**src/rtl/alu_seq_pkg.sv**
```systemverilog
// Shared encodings for the ALU and its issue sequencer: opcodes, function codes,
// PSR bit positions, sequencer state encoding and the latched-operation record.
package alu_seq_pkg;

  localparam int DATA_W  = 16;
  localparam int FIELD_W = 4;
  localparam int PSR_W   = 5;
  localparam int CNT_W   = 2;

  // Primary opcodes
  localparam logic [FIELD_W-1:0] OP_REGISTER = 4'b0000;
  localparam logic [FIELD_W-1:0] OP_SPECIAL  = 4'b0100;
  localparam logic [FIELD_W-1:0] OP_ADDI     = 4'b0101;
  localparam logic [FIELD_W-1:0] OP_ADDCI    = 4'b0111;
  localparam logic [FIELD_W-1:0] OP_SUBI     = 4'b1001;
  localparam logic [FIELD_W-1:0] OP_CMPI     = 4'b1011;
  localparam logic [FIELD_W-1:0] OP_BCOND    = 4'b1100;
  localparam logic [FIELD_W-1:0] OP_MULI     = 4'b1110;

  // Function codes under OP_REGISTER
  localparam logic [FIELD_W-1:0] FN_ADD  = 4'b0101;
  localparam logic [FIELD_W-1:0] FN_ADDC = 4'b0111;
  localparam logic [FIELD_W-1:0] FN_SUB  = 4'b1001;
  localparam logic [FIELD_W-1:0] FN_CMP  = 4'b1011;
  localparam logic [FIELD_W-1:0] FN_MUL  = 4'b1110;
  localparam logic [FIELD_W-1:0] FN_TEST = 4'b1111;

  // Function codes under OP_SPECIAL
  localparam logic [FIELD_W-1:0] SF_JCOND = 4'b1100;

  // PSR layout is {C,L,F,Z,N}, MSB first
  localparam int PSR_C = 4;
  localparam int PSR_L = 3;
  localparam int PSR_F = 2;
  localparam int PSR_Z = 1;
  localparam int PSR_N = 0;

  typedef enum logic [1:0] {
    ST_IDLE = 2'b00,
    ST_EXEC = 2'b01,
    ST_DONE = 2'b10
  } seq_state_e;

  typedef struct packed {
    logic [FIELD_W-1:0] oper;
    logic [FIELD_W-1:0] func;
    logic [FIELD_W-1:0] cond;
    logic [DATA_W-1:0]  dst;
    logic [DATA_W-1:0]  src;
    logic [FIELD_W-1:0] wreg;
    logic               wr;
    logic               pc;
  } op_t;

  // Each flag is either rewritten by the ALU or kept, independently of the others.
  function automatic logic [PSR_W-1:0] psr_merge(input logic [PSR_W-1:0] cur,
                                                  input logic [PSR_W-1:0] wr,
                                                  input logic [PSR_W-1:0] en);
    logic [PSR_W-1:0] res;
    for (int i = 0; i < PSR_W; i++) begin
      res[i] = en[i] ? wr[i] : cur[i];
    end
    return res;
  endfunction

endpackage

```
**src/rtl/alu_seq_dec.sv**
```systemverilog
// Combinational opcode decode for the sequencer: register writeback, PC load and
// multi-cycle multiply detection.
module alu_seq_dec
  import alu_seq_pkg::*;
(
  input  logic [FIELD_W-1:0] oper_i,
  input  logic [FIELD_W-1:0] func_i,
  output logic               wr_o,
  output logic               pc_o,
  output logic               mul_o
);

  logic reg_no_wb;
  logic special_jcond;

  // NOTE: every output is assigned on every path through this block, so no latch can be inferred.
  always_comb begin
    special_jcond = (oper_i == OP_SPECIAL) && (func_i == SF_JCOND);
    reg_no_wb     = (oper_i == OP_REGISTER) && ((func_i == FN_CMP) || (func_i == FN_TEST));
    pc_o          = (oper_i == OP_BCOND) || special_jcond;
    // Compares only set flags; branches and jumps redirect the PC instead of a register.
    wr_o          = !((oper_i == OP_CMPI) || pc_o || reg_no_wb);
    mul_o         = (oper_i == OP_MULI) || ((oper_i == OP_REGISTER) && (func_i == FN_MUL));
  end

endmodule

```
**src/rtl/alu_seq.sv**
```systemverilog
// Issue sequencer for an external combinational ALU: latches one operation, holds
// the ALU inputs stable for its execution cycles, then captures result and flags.
module alu_seq
  import alu_seq_pkg::*;
#(
  parameter int MUL_CYCLES = 2
) (
  input  logic               clk,
  input  logic               reset,
  input  logic               in_valid,
  output logic               in_ready,
  input  logic [FIELD_W-1:0] in_oper,
  input  logic [FIELD_W-1:0] in_func,
  input  logic [FIELD_W-1:0] in_cond,
  input  logic [DATA_W-1:0]  in_dst,
  input  logic [DATA_W-1:0]  in_src,
  input  logic [FIELD_W-1:0] in_wreg,
  output logic [DATA_W-1:0]  alu_dst,
  output logic [DATA_W-1:0]  alu_src,
  output logic [FIELD_W-1:0] alu_oper,
  output logic [FIELD_W-1:0] alu_func,
  output logic [FIELD_W-1:0] alu_cond,
  output logic [PSR_W-1:0]   alu_psr,
  input  logic [DATA_W-1:0]  alu_result,
  input  logic [PSR_W-1:0]   alu_psr_wr,
  input  logic [PSR_W-1:0]   alu_psr_en,
  output logic               out_valid,
  input  logic               out_ready,
  output logic [DATA_W-1:0]  out_result,
  output logic [FIELD_W-1:0] out_wreg,
  output logic               out_wr,
  output logic               out_pc,
  output logic [PSR_W-1:0]   psr
);

  localparam logic [CNT_W-1:0] MUL_LOAD = CNT_W'(MUL_CYCLES - 1);

  seq_state_e         state_q, state_d;
  op_t                op_q, op_d;
  logic [CNT_W-1:0]   cnt_q, cnt_d;
  logic [PSR_W-1:0]   psr_q, psr_d;
  logic [DATA_W-1:0]  out_result_q, out_result_d;
  logic [FIELD_W-1:0] out_wreg_q, out_wreg_d;
  logic               out_wr_q, out_wr_d;
  logic               out_pc_q, out_pc_d;

  logic accept;
  logic capture;
  logic dec_wr;
  logic dec_pc;
  logic dec_mul;

  alu_seq_dec u_dec (
    .oper_i (in_oper),
    .func_i (in_func),
    .wr_o   (dec_wr),
    .pc_o   (dec_pc),
    .mul_o  (dec_mul)
  );

  always_comb begin
    state_d   = state_q;
    in_ready  = 1'b0;
    out_valid = 1'b0;
    capture   = 1'b0;
    unique case (state_q)
      ST_IDLE: begin
        in_ready = 1'b1;
        if (in_valid) state_d = ST_EXEC;
      end
      ST_EXEC: begin
        if (cnt_q == '0) begin
          capture = 1'b1;
          state_d = ST_DONE;
        end
      end
      ST_DONE: begin
        out_valid = 1'b1;
        // Retiring frees the operand registers, so a waiting op is taken the same cycle.
        in_ready  = out_ready;
        if (out_ready) state_d = in_valid ? ST_EXEC : ST_IDLE;
      end
      default: state_d = ST_IDLE;
    endcase
    // Never signal a completed handshake while reset is discarding it.
    if (reset) in_ready = 1'b0;
    accept = in_ready && in_valid;
  end

  always_comb begin
    op_d         = op_q;
    cnt_d        = cnt_q;
    psr_d        = psr_q;
    out_result_d = out_result_q;
    out_wreg_d   = out_wreg_q;
    out_wr_d     = out_wr_q;
    out_pc_d     = out_pc_q;
    if (accept) begin
      op_d  = '{oper: in_oper, func: in_func, cond: in_cond, dst: in_dst,
                src: in_src, wreg: in_wreg, wr: dec_wr, pc: dec_pc};
      cnt_d = dec_mul ? MUL_LOAD : '0;
    end else if ((state_q == ST_EXEC) && (cnt_q != '0)) begin
      cnt_d = cnt_q - 1'b1;
    end
    if (capture) begin
      out_result_d = alu_result;
      out_wreg_d   = op_q.wreg;
      out_wr_d     = op_q.wr;
      out_pc_d     = op_q.pc;
      psr_d        = psr_merge(psr_q, alu_psr_wr, alu_psr_en);
    end
  end

  // NOTE: sequential state uses non-blocking assignments so every register samples pre-edge values.
  always_ff @(posedge clk) begin
    if (reset) state_q <= ST_IDLE;
    else       state_q <= state_d;
  end

  // NOTE: the datapath registers are all cleared because they drive module outputs directly.
  always_ff @(posedge clk) begin
    if (reset) begin
      op_q         <= '0;
      cnt_q        <= '0;
      psr_q        <= '0;
      out_result_q <= '0;
      out_wreg_q   <= '0;
      out_wr_q     <= 1'b0;
      out_pc_q     <= 1'b0;
    end else begin
      op_q         <= op_d;
      cnt_q        <= cnt_d;
      psr_q        <= psr_d;
      out_result_q <= out_result_d;
      out_wreg_q   <= out_wreg_d;
      out_wr_q     <= out_wr_d;
      out_pc_q     <= out_pc_d;
    end
  end

  assign alu_dst    = op_q.dst;
  assign alu_src    = op_q.src;
  assign alu_oper   = op_q.oper;
  assign alu_func   = op_q.func;
  assign alu_cond   = op_q.cond;
  assign alu_psr    = psr_q;
  assign psr        = psr_q;
  assign out_result = out_result_q;
  assign out_wreg   = out_wreg_q;
  assign out_wr     = out_wr_q;
  assign out_pc     = out_pc_q;

endmodule
```
**config.mk**
```make
export PLATFORM = sky130hd
export DESIGN_NAME = alu_seq
export DESIGN_NICKNAME = d
export VERILOG_FILES = /design/src/rtl/alu_seq_pkg.sv /design/src/rtl/alu_seq_dec.sv /design/src/rtl/alu_seq.sv
export SDC_FILE = /design/constraint.sdc
export NUM_CORES = 1
export LEC_CHECK = 0
export ABC_AREA = 1
export CAP_MARGIN = 20
export CORE_ASPECT_RATIO = 0.8
export CORE_MARGIN = 10
export CORE_UTILIZATION = 25
export CTS_CLUSTER_SIZE = 20
export DETAILED_ROUTE_END_ITERATION = 10
export SYNTH_ARGS = -nofsm -noshare
export SYNTH_HDL_FRONTEND = slang
export SYNTH_SLANG_ARGS = --single-unit
```
**constraint.sdc**
```tcl
create_clock -name clk -period 1.75 [get_ports clk]
set_input_delay 0.35 -clock clk [delete_from_list [all_inputs] [get_ports clk]]
set_output_delay 0.35 -clock clk [all_outputs]
set_load 0.02 [all_outputs]
```
Yosys cells after proc, flatten, opt, wreduce, memory -nomap -nowiden
Index checks and enable logic that the tools add are counted.
Storage, ports and cells
  bits in registers: 81
  input port bits: 78
  output and inout bits: 78
  word-level logic and storage cells: 68
Operators by class
  $add $sub $neg: 1
  equal/unequal tests: 13
  multiplexer cells: 13
  reductions and logical operators: 22
Operator list (number)
  $eq A4 B4 Y1 const B: 7
  $mux W2: 5
  $reduce_and A2 Y1: 5
  $mux W1: 6
  $ne A2 B2 Y1 const B: 3
  $pmux W2 S3: 1
  $logic_and A1 B1 Y1: 5
  $logic_or A1 B1 Y1: 5
  $eq A4 B3 Y1 const B: 1
  $logic_not A2 Y1: 2
  $logic_not A4 Y1: 1
  $reduce_bool A2 Y1: 2
  $reduce_and A3 Y1: 1
  $eq A2 B1 Y1 const B: 1
  $eq A2 B2 Y1 const B: 1
  $pmux W1 S2: 1
  $sub A2 B1 Y2 const B: 1
  $logic_not A1 Y1: 1

Longest topological paths before layout
  depth after elaboration: 6
  depth in mapped cells: 8
  gate-level depth less buffers: 7

Hierarchy
A second synthesis with hierarchy kept.
Unflattened totals
  cells, all modules: 553
  area, all modules: 3758.6 um^2
Modules (own cells, without submodules)
  alu_seq: instances 1, cells each 528, area each 3647.2 um^2, sequential area each 1621.6 um^2
  alu_seq_dec: instances 1, cells each 25, area each 111.4 um^2, sequential area each 0.0 um^2

Worst setup path before layout
OpenSTA, ideal clock, no wires.
  kind: register to register
  start: register cnt_q[0]
  end: register cnt_q[1]
  setup time: 0.070 ns
  arrival time: 1.162 ns
  data required time: 1.680 ns
  path slack: 0.519 ns
  stages on the path, launching flop included: 6
  path buffers: 0
  period minus slack after synthesis: 1.231 ns
  cells stage by stage: dfxtp_1 > inv_1 > ha_1 > nand3b_1 > or2_2 > a21oi_1
Between the ends
  cells in the longest elaborated chain, start to end: 3
  elaborated cells on any way between the ends: 6
  those cells by class: 1 x add/sub; 2 x mux; 3 x reduce/logical
RTL lines
  start: declaration: RTL line alu_seq.sv:40  | logic [CNT_W-1:0] cnt_q, cnt_d;
  start signal: assignment: RTL line alu_seq.sv:132  | cnt_q <= cnt_d;
  $sub A2 B1 Y2 / $reduce_bool A2 Y1 (equally long branches): RTL line alu_seq.sv:103, alu_seq.sv:102
  $mux W2 / $logic_and A1 B1 Y1 (equally long branches): RTL line alu_seq.sv:102  | end else if ((state_q == ST_EXEC) && (cnt_q != '0)) begin
  $mux W2 / $reduce_bool A2 Y1 (equally long branches)
Several ways; a longest one is shown, not always the timed one. The select of a mux whose other input is x is not followed.
A chain may end at the register's enable or synchronous reset.

Worst setup path after layout
  start: register op_q, in the netlist alu_func[3]
  end: output alu_func[3]
RTL lines
  start: declaration: RTL line alu_seq.sv:39  | op_t op_q, op_d;
  start signal: assignment: RTL line alu_seq.sv:131  | op_q <= op_d;
  end: declaration: RTL line alu_seq.sv:21  | output logic [FIELD_W-1:0] alu_func,
No word-level cell between the ends.

==> flow_summary.json <==
{
  "outcome": "complete, no violations",
  "filler_cell_count": 1309,
  "crit-reg2reg-capture": "alu_func[2]",
  "finish.net_count": 631,
  "antenna_diode_count": 0,
  "finalWeightedCongestion": 0.716,
  "postLayoutCoreUtil_pct": 38.8,
  "yosysMostFrequentCell": "sky130_fd_sc_hd__nand2_1",
  "grt_first_pass_wirelength_um": 14700,
  "holdCritPathClass": "flop to flop",
  "final-instance-count-excl-fill": 732,
  "clk_sink_count": 81,
  "flow.area_growth_from_synthesis_pct": 49.8,
  "num_io_pins": 156,
  "tightestPinTransition_ns": 0.510,
  "final.period_utilization_pct": 94.9,
  "dr_total_vias": 2898,
  "post-synth-top-area-fraction_pct": 48.1,
  "cp-start-kind": "flop",
  "crit_arrival_ns": 1.31,
  "post_synth.cell_area_avg_um2": 7.61,
  "count_of_cells_along_the_worst_register_to_register_path": 7,
  "antenna_violating_nets_post_route": 0,
  "drcViolationCount": 0,
  "holdWs_ns": 0.441,
  "number_of_placed_instances_taps_included": 716,
  "grt_remaining_overflow": 0,
  "cts_tree": "built",
  "synth_fp_nets": 522,
  "synthDistinctLibCells": 23,
  "worst_hold_path.num_cells": 2,
  "power.density_cell_area_nw_per_um2": 995,
  "min_period_ns": 1.66,
  "cts.clk_slew.worst_paths_ns": 0.06,
  "yosys_register_bits": 81,
  "rr_startpoint": "state_q[0]",
  "crit_slowest_cell": "sky130_fd_sc_hd__clkdlybuf4s50_1",
  "synth.cells.most_frequent": "154 x sky130_fd_sc_hd__nand2_1, 81 x sky130_fd_sc_hd__dfxtp_1, 49 x sky130_fd_sc_hd__buf_4, 41 x sky130_fd_sc_hd__inv_1, 25 x sky130_fd_sc_hd__o21ai_0",
  "dp.final_hpwl_um": 7290,
  "finalClockSkew_ns": 0.00729,
  "irDropWorstVdd_mv": 0.535,
  "drtIter0Drc": 65,
  "final-max-slew-violation-count": 0,
  "cp.required_ns": 1.40,
  "antenna_found_initial": 0,
  "max_capacitance_violation_count": 0,
  "cts_root_buf": "sky130_fd_sc_hd__clkbuf_16",
  "timing.reg2reg.setup_slack_ns": 0.33,
  "cp_max_fo": 2,
  "post-cts-setup-buffers": 0,
  "postLayoutSetupSlackWorst_ns": 0.0891,
  "yosys_warn_count": 0,
  "grt_util_all_layers_pct": 9.99,
  "cts_max_level": 3,
  "relSlewSlack_pct": 66.0,
  "finalSetupViolations": 0,
  "design_power_total_w": 0.00502,
  "postSynthCellCount": 443,
  "number_of_buffers_on_the_longest_clock_path": 2,
  "synth_top_cells_by_area": "sky130_fd_sc_hd__dfxtp_1 48%, sky130_fd_sc_hd__nand2_1 17%, sky130_fd_sc_hd__buf_4 11%, sky130_fd_sc_hd__inv_1 4.6%, sky130_fd_sc_hd__o21ai_0 3.7%",
  "async_flop_share_pct": 0,
  "grt_max_degree": 56,
  "design.core.area_um2": 13000,
  "worst_path_dominant_cell_family": "buffers and inverters",
  "routedWlPerCell_um": 13.1,
  "min_to": "op_q[3]",
  "cp_cell_sequence": "clkdlybuf4s50_1",
  "crit_type": "flop to output pin",
  "stages_on_worst_setup_path": 1,
  "critical_path.endpoint_type": "output pin",
  "worst_path_largest_cell_delay_ns": 0.64,
  "rsz0062_at_grt": "no",
  "synth.yosys.seq_area_share_pct": 48.1,
  "mappedNetlistArea_um2": 3370,
  "first_global_vias": 2879,
  "floorplan.die.height_um": 124,
  "netlist.top_cell.by_area": "sky130_fd_sc_hd__dfxtp_1",
  "initial_core_utilization_pct": 25.9,
  "design.die.area_um2": 18600,
  "preCtsSetupSlack_ns": -0.243,
  "clk-insertion-delay-late_ns": 0.33,
  "detailedRoute.firstPassIterationCount": 4,
  "finalHoldViolations": 0,
  "total_wire_length_after_detailed_routing_um": 9580,
  "dieWidth_um": 150,
  "num_rows": 37,
  "cts_inserted_buffers": 9,
  "port_buffers": 155,
  "timing.hold.worst.start": "op_q[3]",
  "fmax_ghz": 0.602,
  "avgViaCountPerCell": 3.96,
  "count_of_flip_flops_with_a_built_in_enable_after_synthesis": 0,
  "layout_cells_sized_above_1_pct": 5.57,
  "crit_buf_inv": 1,
  "synth_flop_cell": "sky130_fd_sc_hd__dfxtp_1",
  "total_leakage_power_nw": 2.14
}
power by group:
| part | total, W | internal (W) | switching (W) | leakage (nW) |
|---|---|---|---|---|
| Sequential | 0.00208 | 0.00200 | 0.0000791 | 0.666 |
| Combinational | 0.000967 | 0.000493 | 0.000475 | 1.33 |
| Clock | 0.00198 | 0.00125 | 0.000734 | 0.146 |
| Total | 0.00502 | 0.00374 | 0.00129 | 2.14 |
worst max path at each step:
stage,endpoint,startpoint,slack (ns)
after detailed placement,in_ready,out_ready,-0.24
after CTS,in_ready,out_ready,0.03
final,alu_func[3],alu_func[3],0.09
after global routing,alu_func[1],alu_func[1],0.02
after floorplan,cnt_q[1],cnt_q[0],0.52
after global placement,in_ready,out_ready,-0.24
final cells by class:
class                      instances  area [um2]  share of cell area (%)
multi-input combinational        253        1080                    21.3
clock buffer                      11         233                    4.61
sequential                        81        1620                    32.1
timing repair buffer             164        1650                    32.7
clock inverter                     5        80.1                    1.59
inverter                          43         166                    3.30
tap                              175         219                    4.34
through the flow:
step | instance area, um2 | TNS, ns
2_1_floorplan | 3370 | 0
3_3_place_gp | 4740 | -2.54
3_5_place_dp | 4740 | -4.84
4_1_cts | 5050 | 0
5_1_grt | 5050 | 0
6_report | 5050 | 0
cell usage in the layout, fill, tap and decap left out, drive strengths merged:
master,count
nand3,6
dlygate4sd2,1
inv,43
a21oi,24
clkdlybuf4s50,153
nand3b,1
ha,1
a211oi,1
buf,9
bufinv,2
clkinv,1
nor2,25
dfxtp,81
nor3,6
nand2,155
o21ai,33
or2,1
clkinvlp,2
clkbuf,12
timing repair:
action | CTS | global route
pin swaps | 0 | 0
hold buffers | 0 | 0
endpoints found under the setup margin | 2 | 1
gates resized for setup | 2 | 2
sequential cells by signal (all words and copies together) (netlist names):
register	cells
out_result	16
op_q	6
alu_psr	5
alu_func	4
alu_cond	4
state_q	2
out_pc	1
cnt_q	2
alu_oper	4
alu_dst	16
alu_src	16
out_wr	1
out_wreg	4
per-layer routing:
| layer | vias up | track usage, % | share of wire (%) |
|---|---|---|---|
| met5 | - | 0 | 0 |
| li1 | 1528 | - | - |
| met2 | 97 | 15.7 | 44 |
| met1 | 1263 | 11.3 | 43 |
| met3 | 10 | 5.87 | 12 |
| met4 | 0 | 2.97 | 0.80 |
kinds of logic (layout without fill, tap and decap cells):
family                     after synthesis  after routing  synth area share, %
AOI/OAI and AO/OA                       58             58                 8.69
buffers and inverters                  109            223                 19.9
DFF                                     81             81                 48.1
adders and majority gates                1              1                0.371
and+or+nand+nor                        194            194                 22.9
Note: power is estimated with default switching activity, not from simulation.
